===== config.mk =====
export PLATFORM = sky130hd
export DESIGN_NAME = vend_ctrl
export DESIGN_NICKNAME = d
export VERILOG_FILES = /design/src/rtl/vend_pkg.sv /design/src/rtl/vend_credit_acc.sv /design/src/rtl/vend_ctrl.sv
export SDC_FILE = /design/constraint.sdc
export NUM_CORES = 1
export LEC_CHECK = 0
export BUFFER_PORTS_ARGS = -buffer_cell sky130_fd_sc_hd__buf_4
export CAP_MARGIN = 20
export CORE_UTILIZATION = 39
export CTS_CLUSTER_SIZE = 28
export DETAILED_ROUTE_END_ITERATION = 10
export GPL_TIMING_DRIVEN = 0
export MAX_ROUTING_LAYER = met4
export PLACE_DENSITY = 0.66
export SLEW_MARGIN = 25
export SYNTH_ARGS = -nofsm -noshare
export SYNTH_HDL_FRONTEND = slang
export SYNTH_SLANG_ARGS = --single-unit

===== constraint.sdc =====
create_clock -name clk -period 2.7 [get_ports clk]
set_clock_uncertainty 0.2 [all_clocks]
set_input_delay 0.54 -clock clk [delete_from_list [all_inputs] [get_ports clk]]
set_output_delay 0.54 -clock clk [all_outputs]
set_load 0.01 [all_outputs]

===== src/rtl/vend_pkg.sv =====
// Shared definitions for the vending controller: FSM state encoding and coin selector codes.
package vend_pkg;

  typedef enum logic [1:0] {
    IDLE    = 2'd0,
    COLLECT = 2'd1,
    VEND    = 2'd2,
    CHANGE  = 2'd3
  } state_t;

  localparam logic COIN_SEL_A = 1'b0;
  localparam logic COIN_SEL_B = 1'b1;

endpackage


===== src/rtl/vend_credit_acc.sv =====
// Credit register with add-coin, subtract-price and decrement-by-one controls.
// Comparisons are taken on the next credit value so the FSM can branch in the same cycle.
module vend_credit_acc #(
  parameter int unsigned PRICE    = 3,
  parameter int unsigned CREDIT_W = 4
) (
  input  logic                clk,
  input  logic                reset_n,
  input  logic                add_en,
  input  logic [CREDIT_W-1:0] add_val,
  input  logic                sub_price,
  input  logic                dec,
  output logic [CREDIT_W-1:0] credit,
  output logic                nxt_ge_price,
  output logic                nxt_zero
);

  localparam logic [CREDIT_W-1:0] PRICE_W = CREDIT_W'(PRICE);
  localparam logic [CREDIT_W-1:0] ONE_W   = CREDIT_W'(1);

  logic [CREDIT_W-1:0] nxt;

  always_comb begin
    nxt = credit;
    if (add_en)         nxt = credit + add_val;
    else if (sub_price) nxt = credit - PRICE_W;
    else if (dec)       nxt = credit - ONE_W;
  end

  assign nxt_ge_price = (nxt >= PRICE_W);
  assign nxt_zero     = (nxt == '0);

  always_ff @(posedge clk or negedge reset_n) begin
    if (!reset_n) credit <= '0;
    else          credit <= nxt;
  end

endmodule


===== src/rtl/vend_ctrl.sv =====
// Vending-machine controller: collects coin credit, strobes dispense at PRICE,
// then returns excess or cancelled credit one unit per ready/valid handshake.
module vend_ctrl
  import vend_pkg::*;
#(
  parameter int unsigned PRICE    = 3,
  parameter int unsigned COIN_A   = 1,
  parameter int unsigned COIN_B   = 2,
  parameter int unsigned CREDIT_W = 4
) (
  input  logic                clk,
  input  logic                reset_n,
  input  logic                coin_valid,
  input  logic                coin_sel,
  input  logic                cancel,
  input  logic                change_ready,
  output logic                dispense,
  output logic                change_valid,
  output logic                coin_reject,
  output logic [CREDIT_W-1:0] credit,
  output logic                busy
);

  localparam int unsigned MAX_COIN = (COIN_A > COIN_B) ? COIN_A : COIN_B;

  if ((2**CREDIT_W) - 1 < PRICE - 1 + MAX_COIN) begin : g_width_check
    $error("vend_ctrl: CREDIT_W too small for PRICE and coin values");
  end

  localparam logic [CREDIT_W-1:0] COIN_A_W = CREDIT_W'(COIN_A);
  localparam logic [CREDIT_W-1:0] COIN_B_W = CREDIT_W'(COIN_B);

  state_t              state, state_nxt;
  logic                add_en, sub_price, dec;
  logic                nxt_ge_price, nxt_zero;
  logic                reject_nxt;
  logic [CREDIT_W-1:0] coin_val;

  // Accumulator controls depend only on state and inputs, never on the comparisons,
  // keeping the accumulator-to-FSM path free of combinational loops.
  assign coin_val  = (coin_sel == COIN_SEL_B) ? COIN_B_W : COIN_A_W;
  assign add_en    = coin_valid && ((state == IDLE) || ((state == COLLECT) && !cancel));
  assign sub_price = (state == VEND);
  assign dec       = (state == CHANGE) && change_ready;

  vend_credit_acc #(
    .PRICE    (PRICE),
    .CREDIT_W (CREDIT_W)
  ) u_acc (
    .clk          (clk),
    .reset_n      (reset_n),
    .add_en       (add_en),
    .add_val      (coin_val),
    .sub_price    (sub_price),
    .dec          (dec),
    .credit       (credit),
    .nxt_ge_price (nxt_ge_price),
    .nxt_zero     (nxt_zero)
  );

  always_comb begin
    state_nxt  = state;
    reject_nxt = 1'b0;
    unique case (state)
      IDLE: begin
        if (coin_valid) state_nxt = nxt_ge_price ? VEND : COLLECT;
      end
      COLLECT: begin
        if (cancel) begin
          state_nxt  = CHANGE;
          reject_nxt = coin_valid;
        end else if (coin_valid && nxt_ge_price) begin
          state_nxt = VEND;
        end
      end
      VEND: begin
        reject_nxt = coin_valid;
        state_nxt  = nxt_zero ? IDLE : CHANGE;
      end
      CHANGE: begin
        reject_nxt = coin_valid;
        if (change_ready && nxt_zero) state_nxt = IDLE;
      end
      default: state_nxt = IDLE;
    endcase
  end

  always_ff @(posedge clk or negedge reset_n) begin
    if (!reset_n) begin
      state       <= IDLE;
      coin_reject <= 1'b0;
    end else begin
      state       <= state_nxt;
      coin_reject <= reject_nxt;
    end
  end

  assign dispense     = (state == VEND);
  assign change_valid = (state == CHANGE);
  assign busy         = (state == VEND) || (state == CHANGE);

endmodule

# After elaboration in Yosys (flattened, before gate mapping)
# Index checks and enable logic that the tools add are counted.
classes:
  add_sub_neg: 3
  multipliers: 0
  div: 0
  order_cmp: 1
  n_eq_ne: 6
  shift: 0
  n_mux: 13
  n_bitwise: 0
  reduce_logical: 12
op_table:
  columns: ["operator", "count"]
  rows:
  - ["$mux 2", 7]
  - ["$mux 4", 3]
  - ["$pmux 2 s4", 1]
  - ["$logic_and 1x1->1", 5]
  - ["$add 4x2->4", 1]
  - ["$eq 2x2->1 const B", 2]
  - ["$ge 4x2->1 const B", 1]
  - ["$logic_not 4->1", 1]
  - ["$sub 4x1->4 const B", 1]
  - ["$sub 4x2->4 const B", 1]
  - ["$ne 3x2->1 const B", 1]
  - ["$reduce_and 3->1", 1]
  - ["$eq 2x1->1 const B", 1]
  - ["$logic_not 2->1", 1]
  - ["$logic_or 1x1->1", 2]
  - ["$ne 2x1->1 const B", 1]
  - ["$ne 2x2->1 const B", 1]
  - ["$pmux 1 s2", 1]
  - ["$reduce_or 2->1", 1]
  - ["$logic_not 1->1", 1]
  - ["$mux 1", 1]
word_totals:
  reg_bits: 7
  latch_bits: 0
  mem_bits_rw: 0
  rom_bits: 0
  out_inout_bits: 8
  mem_count: 0

# Longest topological paths before layout
# Gate-level depths: netlist of the first run.
logic_depth:
  word_depth: 10
  depth_mapped: 8
  mapped_depth_nobuf: 8

# By module
# Synthesis of the first run repeated with hierarchy kept, for this count alone.
unflattened:
  cells_unflattened: 67
  area_unflattened_um2: 603.1
modules_own_cells:
  columns: ["module", "n_inst", "cells_each", "area_each_um2", "seq_area_each_um2"]
  rows:
  - ["vend_credit_acc", 1, 46, 412.9, 100.1]
  - ["vend_ctrl", 1, 21, 190.2, 75.1]

# Least setup slack after synthesis of the first run
# Ideal clock, no wire load.
synth_timing:
  path_type: "in2reg"
  from: "input port coin_sel"
  to: "register state[0]"
  t_arrival_ns: 1.991
  t_required_ns: 2.418
  slack_ns: 0.427
  stages: 7
  n_path_buf: 0
  path_cell_list: "inv_1 > ha_1 > fa_1 > a311oi_1 > o21ai_0 > or3_1 > a31oi_1"
synth_via:
  elab_chain_cells: 7
  word_cells_on_any_way: 14
  cone_classes: "1 x add/sub; 1 x order compare; 2 x eq/ne; 6 x mux; 4 x reduce/logical"
synth_rtl:
  columns: ["element", "line_no", "source"]
  rows:
  - ["start: declaration", "vend_ctrl.sv:14", "input logic coin_sel,"]
  - ["$mux 2 (*)", "vend_ctrl.sv:41", "assign coin_val = (coin_sel == COIN_SEL_B) ? COIN_B_W : COIN_A_W;"]
  - ["$add 4x2->4 (*)", "vend_credit_acc.sv:25", "if (add_en) nxt = credit + add_val;"]
  - ["$mux 4 (*)", "vend_credit_acc.sv:25", null]
  - ["$ge 4x2->1 / $logic_not 4->1 (equally long branches)", "vend_credit_acc.sv:30, vend_credit_acc.sv:31", null]
  - ["$mux 2 (tied with other cells) (2 in a row)", "vend_ctrl.sv:66", "if (coin_valid) state_nxt = nxt_ge_price ? VEND : COLLECT;"]
  - ["$pmux 2 s4 / $reduce_and 3->1 (equally long branches)", null, null]
  - ["end signal: assignment", "vend_ctrl.sv:93", "state <= state_nxt;"]
  - ["end: declaration", "vend_ctrl.sv:33", "state_t state, state_nxt;"]
# Mark *: on every way between the ends. The rest lies on a longest branch, timed or not. The select of a mux whose other input is x is not followed.
# A chain may end at the register's enable or synchronous reset.

# Final worst setup path of the first run
layout_timing:
  from: "register u_acc.credit[0]"
  to: "register state[0]"
layout_via:
  elab_chain_cells: 8
  word_cells_on_any_way: 17
  cone_classes: "3 x add/sub; 1 x order compare; 2 x eq/ne; 7 x mux; 4 x reduce/logical"
layout_rtl:
  columns: ["element", "line_no", "source"]
  rows:
  - ["start: declaration", "vend_credit_acc.sv:13", "output logic [CREDIT_W-1:0] credit,"]
  - ["start signal: assignment", "vend_credit_acc.sv:35", "else credit <= nxt;"]
  - ["$sub 4x1->4", "vend_credit_acc.sv:27", "else if (dec) nxt = credit - ONE_W;"]
  - ["$mux 4", "vend_credit_acc.sv:27", null]
  - ["$mux 4", "vend_credit_acc.sv:26", "else if (sub_price) nxt = credit - PRICE_W;"]
  - ["$mux 4 (*)", "vend_credit_acc.sv:25", null]
  - ["$ge 4x2->1 / $logic_not 4->1 (equally long branches)", "vend_credit_acc.sv:30, vend_credit_acc.sv:31", null]
  - ["$mux 2 (tied with other cells) (2 in a row)", "vend_ctrl.sv:66", null]
  - ["$pmux 2 s4 / $reduce_and 3->1 (equally long branches)", null, null]
# Marked as above.

==> results by group, run 1 <==
Synth
  – Mapped cell area: 586 µm²
  – Mean post-synth cell area: 9.15 µm²
  – Register area share after synthesis: 0.299
  – Flops & latches, synth: 7
  – Post-Syn Instances: 64
  – Syn nets: 75
  – Synth warn: 0
  – Yosys cell types: 33

Placed design
  – Gpl congestion: 0.856
  – Placed cells: 91
  – Post-Place Setup Slack: 0.139 ns
  – Port Buf Inserts: 12
  – HPWL after DPL: 972 µm

Pwr
  – Clock share of power: 0.104
  – PwrDens: 1240 mW/mm²
  – Logic gate share of total power: 0.658
  – Switching Share: 0.445
  – Flop pwr share: 0.238
  – Leak pwr: 0.339 nW
  – Power Total: 906 µW
  – Maximum vdd ir drop: 0.528 mV
  – Psw: 403 µW
  – Power Internal: 503 µW

Global routing
  – First-pass GRT wire length: 1960 µm
  – GRT Overall Usage: 0.185
  – Gr ovfl total: 0
  – Number of global-route vias before repair: 444
  – Initial antenna violation count: 0
  – Largest net degree at the start of global routing: 11

Clock tree
  – Clock-pin slew on the worst setup and hold paths: 0.05 ns
  – Postcts setup bufs: 0
  – H-Tree Depth: 1
  – Clk Tree Root Cell: clkbuf_4
  – Post-cts sizing count: 0
  – Clock latency on the worst-skew pair: 0.24 ns
  – Cts bufs inserted: 3
  – Number of hold buffers added after CTS: 1
  – Clock Path Buffers: 2
  – CTS tree: done
  – CTS sink count: 7

Flow run
  – Max Cap Viol: 0

Finish
  – Area Growth Syn to Fin: 24.8%
  – NumNets Final: 93
  – N_diodes: 0
  – Post-Layout Cell Count: 96
  – Proportion of layout cells with a drive suffix above 1: 0.284

Worst setup path
  – Crit path DAT: 2.34 ns
  – Crit Path Max Fanout: 8
  – Worst r2r src: u_acc.credit[0]
  – Reg2Reg Setup Slack: 0.32 ns
  – Crit end category: register
  – Critical Path RT: 2.66 ns
  – CP Launch Type: register
  – Crit. Startpoint: u_acc.credit[0]
  – Worst setup path class: reg -> reg

Floorplanning
  – Chip height: 40.8 µm
  – Ports: 14
  – Die area: 0.00166 mm²
  – Initial Utilization: 0.434
  – Die X-Extent: 40.8 µm
  – Core box area: 0.00135 mm²
  – FP Rows: 13

STA
  – Fmax: 420 MHz
  – Post-layout min period: 2.38 ns
  – Setup Viol. Count Final: 0
  – Normalized max-slew margin: 0.782
  – Final worst-path setup slack: 0.319 ns
  – Crit share post-route: 0.882
  – Unrepaired setup endpoints after global routing: no
  – Final setup TNS: 0 ns
  – Hold_ws: 0.337 ns
  – Final-report hold violation count: 0
  – Worst Tran Pin Value: 0.324 ns
  – Count of pins over their slew limit: 0

Drt
  – Final ANT Viol Nets: 0
  – Routed WL: 1270 µm
  – Vias per inst: 5.49
  – Via count: 527
  – Top Layer Used: met4
  – Met3 Routed Length: 41 µm
  – Residual DRC count: 0
  – DR WL met2: 572 µm
  – Drt wl/cell: 13.2 µm
  – Initial DRC count: 6
  – Met1 WL: 651 µm
  – Drt first pass iters: 4

Run status
  – Outcome: completed

Worst hold path
  – Worst min path class: reg -> reg
  – Worst hold path startpoint: u_acc.credit[3]
==> critical path, stage by stage, from the launching register on <==
cell	delay (ns)
dfrtp_1	0.47
ha_1	0.25
fa_1	0.50
a311oi_1	0.27
o21ai_0	0.11
or3_1	0.31
a31oi_1	0.18
==> path summary, 6_finish.rpt <==
path,cells past startpoint,endpoint
max,6,state[0]
min,1,u_acc.credit[3]
max reg2reg,6,state[0]
min reg2reg,1,u_acc.credit[3]
max in group asynchronous,2,u_acc.credit[1]
min in group asynchronous,2,coin_reject
==> cells in the mapped netlist (all sizes together) <==
cell type	count	area [µm²]
ha	4	50.1
xor2	1	8.76
and2	1	8.76
a31o	1	8.76
fa	1	20.0
nand3	1	5.00
a21o	1	7.51
nand2	3	11.3
a311oi	1	8.76
nor2b	1	8.76
nand2b	1	6.26
a31oi	3	18.8
a32oi	2	25.0
o21ai	5	25.0
a211oi	1	7.51
nand4b	2	17.5
a221oi	1	8.76
clkbuf	1	3.75
and3	1	6.26
o31ai	2	15.0
or3	1	6.26
a32o	1	10.0
buf	4	37.5
nor2	2	7.51
inv	7	26.3
nor4b	1	8.76
dfrtp	7	175
a21oi	6	33.8
xnor2	1	8.76
==> cell families (layout without fill, tap and decap cells) <==
| group | Yosys count | after routing | synth area share |
|---|---|---|---|
| flip-flops | 7 | 7 | 0.299 |
| AO/OA/AOI/OAI | 24 | 24 | 0.288 |
| adder cells (fa/ha/maj) | 5 | 5 | 0.120 |
| buffers and inverters | 12 | 29 | 0.115 |
| XOR/XNOR | 2 | 2 | 0.0299 |
| AND/OR/NAND/NOR | 14 | 14 | 0.147 |
==> layer usage <==
layer,track usage,vias to the layer above
met2,0.290,10
met3,0.0163,2
li1,-,271
met5,-,-
met4,0.0750,0
met1,0.247,244
==> sequential cells by signal, summed over array words and instances, names as in the netlist <==
register      cells
coin_reject       1
state             2
u_acc.credit      4
==> power by group through the flow <==
stage,combinational [mW],sequential [mW],clock (mW)
detailed placement,0.593,0.219,0
global placement,0.593,0.218,0
global route,0.655,0.223,0.106
CTS,0.597,0.217,0.0971
floorplan,0.404,0.221,0
finish,0.596,0.215,0.0939
==> per-stage QoR <==
stage                     instance area (µm²)   util
after floorplan                           586      -
after global placement                    694  0.514
after detailed placement                  694  0.514
after CTS                                 731  0.541
after global routing                      731  0.541
final                                     731  0.541
==> final cells by class <==
cell class / count / area [µm²]
fillers: 142 / 619
multi-input cells: 45 / 343
flip-flops and latches: 7 / 175
repair buffers: 13 / 100
plain buffers: 5 / 41.3
clock buffers: 4 / 26.3
inverters: 7 / 26.3
well taps: 15 / 18.8
==> cells in the final DEF, fill, tap and decap left out, drive strengths merged, types with 3 or more instances in the layout <==
master,instances
a21oi,6
a31oi,3
buf,16
clkbuf,5
dfrtp,7
ha,4
inv,7
nand2,3
o21ai,5
Note: power is estimated with default switching activity, not from simulation.
==> run 2: changes to the inputs <==
--- a/config.mk
+++ b/config.mk
@@ -7,13 +7,15 @@
 export LEC_CHECK = 0
 export BUFFER_PORTS_ARGS = -buffer_cell sky130_fd_sc_hd__buf_4
 export CAP_MARGIN = 20
-export CORE_UTILIZATION = 39
+export CORE_MARGIN = 5
+export CORE_UTILIZATION = 45
 export CTS_CLUSTER_SIZE = 28
 export DETAILED_ROUTE_END_ITERATION = 10
 export GPL_TIMING_DRIVEN = 0
 export MAX_ROUTING_LAYER = met4
-export PLACE_DENSITY = 0.66
+export PLACE_DENSITY = 0.74
 export SLEW_MARGIN = 25
 export SYNTH_ARGS = -nofsm -noshare
 export SYNTH_HDL_FRONTEND = slang
+export SYNTH_HIERARCHICAL = 1
 export SYNTH_SLANG_ARGS = --single-unit
==> run 2 against run 1 <==
  * First-iteration DRC count is 83% higher
  * Cell count is 6.3% higher
  * Clock-buffer cell count stayed put
  * Combinational power is 3% lower
  * Critical endpoint unchanged
  * Sequential cell count stayed put
  * Synthesized cell count is 4.7% higher
  * Design area is 6.0% higher
  * Sequential share of layout area is 1.2 points lower
  * Area after synthesis is 3.0% higher
  * Largest cell class unchanged
  * Via count is 2.7% higher
  * Global-route usage is 3.3 points lower
==> results by group, run 2 <==
Finish
  – Proportion of layout cells with a drive suffix above 1: 0.310 (+0.0264)
  – Area Growth Syn to Fin: 28.4%
  – Top reg by flops: u_acc/credit
  – Largest registers: u_acc/credit (4), state (2), coin_reject (1)
  – Final Instance Area: 774 µm² (+6.0%)
  – Number of filler cells placed in the layout: 126 (-11%)
  – Most frequent cells in the layout: 14 x buf_4, 8 x inv_1, 6 x dfrtp_1
  – Largest register FFs: 4 (unchanged)
  – Commonest non-fill, non-tap cell in the layout: buf_4
  – N_diodes: 0 (unchanged)
  – NumNets Final: 100 (+7.5%)

Pwr
  – Switching Share: 0.444 (-0.00141)
  – Psw: 396 µW (-1.8%)
  – Maximum vdd ir drop: 0.431 mV (-18%)
  – PwrDens: 1150 mW/mm² (-7.1%)
  – Logic gate share of total power: 0.646 (-0.012)
  – Clock share of power: 0.106 (+0.002)
  – Flop pwr share: 0.248 (+0.010)
  – Power Internal: 496 µW (-1.3%)
  – Leak pwr: 0.370 nW (+9.2%)

Drt
  – Drt wl/cell: 12.2 µm (-7.5%)
  – Final ANT Viol Nets: 0 (unchanged)
  – Via count: 541 (+2.7%)
  – Residual DRC count: 0 (unchanged)
  – Vias per inst: 5.30 (-3.4%)
  – Initial DRC count: 11 (+5)
  – Routed WL: 1250 µm (-1.7%)
  – Drt first pass iters: 4 (unchanged)

Synth
  – Most common cell in the netlist: inv_1
  – Synth top area share: 0.290 (-0.00869)
  – Synth warn: 6 (+6)
  – Mapped cell area: 603 µm² (+3.0%)
  – EDFF count, synth: 0 (unchanged)
  – Mean post-synth cell area: 9.00 µm² (-1.6%)
  – Ys flop type: dfrtp_1
  – Async set-reset flop share out of synthesis: 1.00 (unchanged)
  – Ranking of synthesized cells by area: dfrtp_1 29%, ha_1 10%, xnor2_1 7.3%
  – Register area share after synthesis: 0.290 (-0.00869)
  – Yosys cell types: 32 (-3.0%)
  – Synth top cells by count: 8 x inv_1, 7 x dfrtp_1
  – Post-Syn Instances: 67 (+4.7%)
  – Leading area contributor after synthesis: dfrtp_1
  – Flops & latches, synth: 7 (unchanged)

Placed design
  – Post-Place Setup Slack: -0.0904 ns (-0.230 ns)
  – Gpl congestion: 0.723 (-16%)
  – Port Buf Inserts: 13 (+1)
  – HPWL after DPL: 1010 µm (+3.6%)
  – Placed Instance Area: 723 µm² (+4.1%)

Worst setup path
  – Crit-path max cell delay: 0.42 ns (-0.08 ns)
  – Crit end category: register
  – End of the critical path: state[0]
  – Worst r2r src: u_acc/credit[0]
  – Crit path DAT: 2.46 ns (+0.12 ns)
  – CP cell instances: ha_1 > fa_1 > xnor2_1 > nand2_1 > o211a_1 > nor4_2 > o211ai_2 > a21boi_2
  – Reg2Reg Capture Point: state[0]
  – Slowest CP cell: dfrtp_1
  – Worst setup path class: reg -> reg
  – R2R cell count: 8 (+2)
  – Critical Path RT: 2.64 ns (-0.02 ns)
  – Crit Path Max Fanout: 5 (-3)
  – Reg2Reg Setup Slack: 0.18 ns (-0.14 ns)
  – Crit. Startpoint: u_acc/credit[0]
  – CP Launch Type: register

Floorplanning
  – Die area: 0.00217 mm² (+31%)
  – Core box area: 0.00128 mm² (-4.8%)
  – Initial Utilization: 0.469 (+0.0356)
  – Ports: 14 (unchanged)
  – FP Rows: 13 (unchanged)
  – Chip height: 46.6 µm (+14%)
  – Die X-Extent: 46.6 µm (+14%)

Global routing
  – First-pass GRT wire length: 2260 µm (+15%)
  – GRT Overall Usage: 0.153 (-0.0329)
  – Gr ovfl total: 0 (unchanged)
  – Number of global-route vias before repair: 543 (+22%)
  – Largest net degree at the start of global routing: 10 (-1)
  – Initial antenna violation count: 0 (unchanged)

Clock tree
  – Clk Tree Root Cell: clkbuf_4
  – Cts bufs inserted: 3 (unchanged)
  – Clock-pin slew on the worst setup and hold paths: 0.05 ns (about the same)
  – Clock Path Buffers: 2 (unchanged)
  – CTS sink count: 7 (unchanged)
  – Clock latency on the worst-skew pair: 0.25 ns (about the same)
  – CTS tree: done
  – H-Tree Depth: 1 (unchanged)

Worst hold path
  – Worst min path class: in -> reg

STA
  – Fmax: 396 MHz (-5.7%)
  – Unrepaired setup endpoints after global routing: no
  – Final-report hold violation count: 0 (unchanged)
  – Setup Viol. Count Final: 0 (unchanged)
  – Post-layout min period: 2.52 ns (+0.144 ns)
  – Count of pins over their slew limit: 0 (unchanged)
  – Final worst-path setup slack: 0.175 ns (-0.144 ns)
  – Crit share post-route: 0.935 (+0.0533)
  – Hold_ws: 0.330 ns (-0.00667 ns)

Flow run
  – Max Cap Viol: 0 (unchanged)

Run status
  – Outcome: completed
-- run 2: critical path, delay by kind of cell, from the launching register on --
family                   cells  cell delay (ns)
flip-flops                   1             0.42
XOR/XNOR                     1             0.24
AO/OA/AOI/OAI                3             0.56
adder cells (fa/ha/maj)      2             0.63
AND/OR/NAND/NOR              2             0.35
-- run 2: area by class of cell --
cell class | instances | area, µm² | share of cell area
Multi-Input combinational cell | 50 | 397 | 0.512
Sequential cell | 7 | 176 | 0.228
Timing Repair Buffer | 15 | 115 | 0.149
Inverter | 9 | 33.8 | 0.0436
Clock buffer | 4 | 26.3 | 0.0339
Tap cell | 15 | 18.8 | 0.0242
Buffer | 2 | 7.51 | 0.00969
-- run 2: how the worst min path moves through the flow --
stage                             end  startpoint  cells past startpoint  slack, ns
after global placement    coin_reject     reset_n                      1       0.15
final                     coin_reject  coin_valid                      2       0.33
after detailed placement  coin_reject     reset_n                      1       0.16
after CTS                 coin_reject  coin_valid                      2       0.33
after global routing      coin_reject  coin_valid                      2       0.33
after floorplan           coin_reject     reset_n                      0       0.04
-- run 2: through the flow --
step | total power, mW | setup TNS (ns) | cells | utilization
after global placement | 0.754 | -0.111 | 96 | 0.563
after global routing | 0.994 | 0 | 102 | 0.603
after detailed placement | 0.772 | -0.169 | 96 | 0.563
after CTS | 0.874 | 0 | 101 | 0.591
final | 0.892 | 0 | 102 | 0.603
after floorplan | 0.602 | 0 | 68 | -
-- run 2: what timing repair did --
action                                 4_1_cts  5_1_grt
hold buffers                                 1        0
buffers inserted                             0        1
setup endpoints to repair                    0        2
resized for setup                            0        2
endpoints found under the hold margin        7        0
-- run 2: power groups by stage --
stage,logic [mW],clock network (mW),registers [mW]
6_report,0.576,0.0947,0.221
5_1_grt,0.661,0.100,0.233
2_1_floorplan,0.378,0,0.224
3_3_place_gp,0.534,0,0.220
4_1_cts,0.556,0.0978,0.221
3_5_place_dp,0.551,0,0.222
-- run 2: per-layer routing --
metal,GRT usage,wire length (µm)
met5,-,0
met4,0.0829,27
met3,0.0234,68
met2,0.255,620
met1,0.172,533
-- run 2: cells by family after synthesis --
family,synth area share
simple gates,0.135
xor+xnor,0.0726
fa+ha+maj,0.137
other cells,0.00622
buf+inv,0.0685
compound gates,0.257
mux,0.0332
flops,0.290
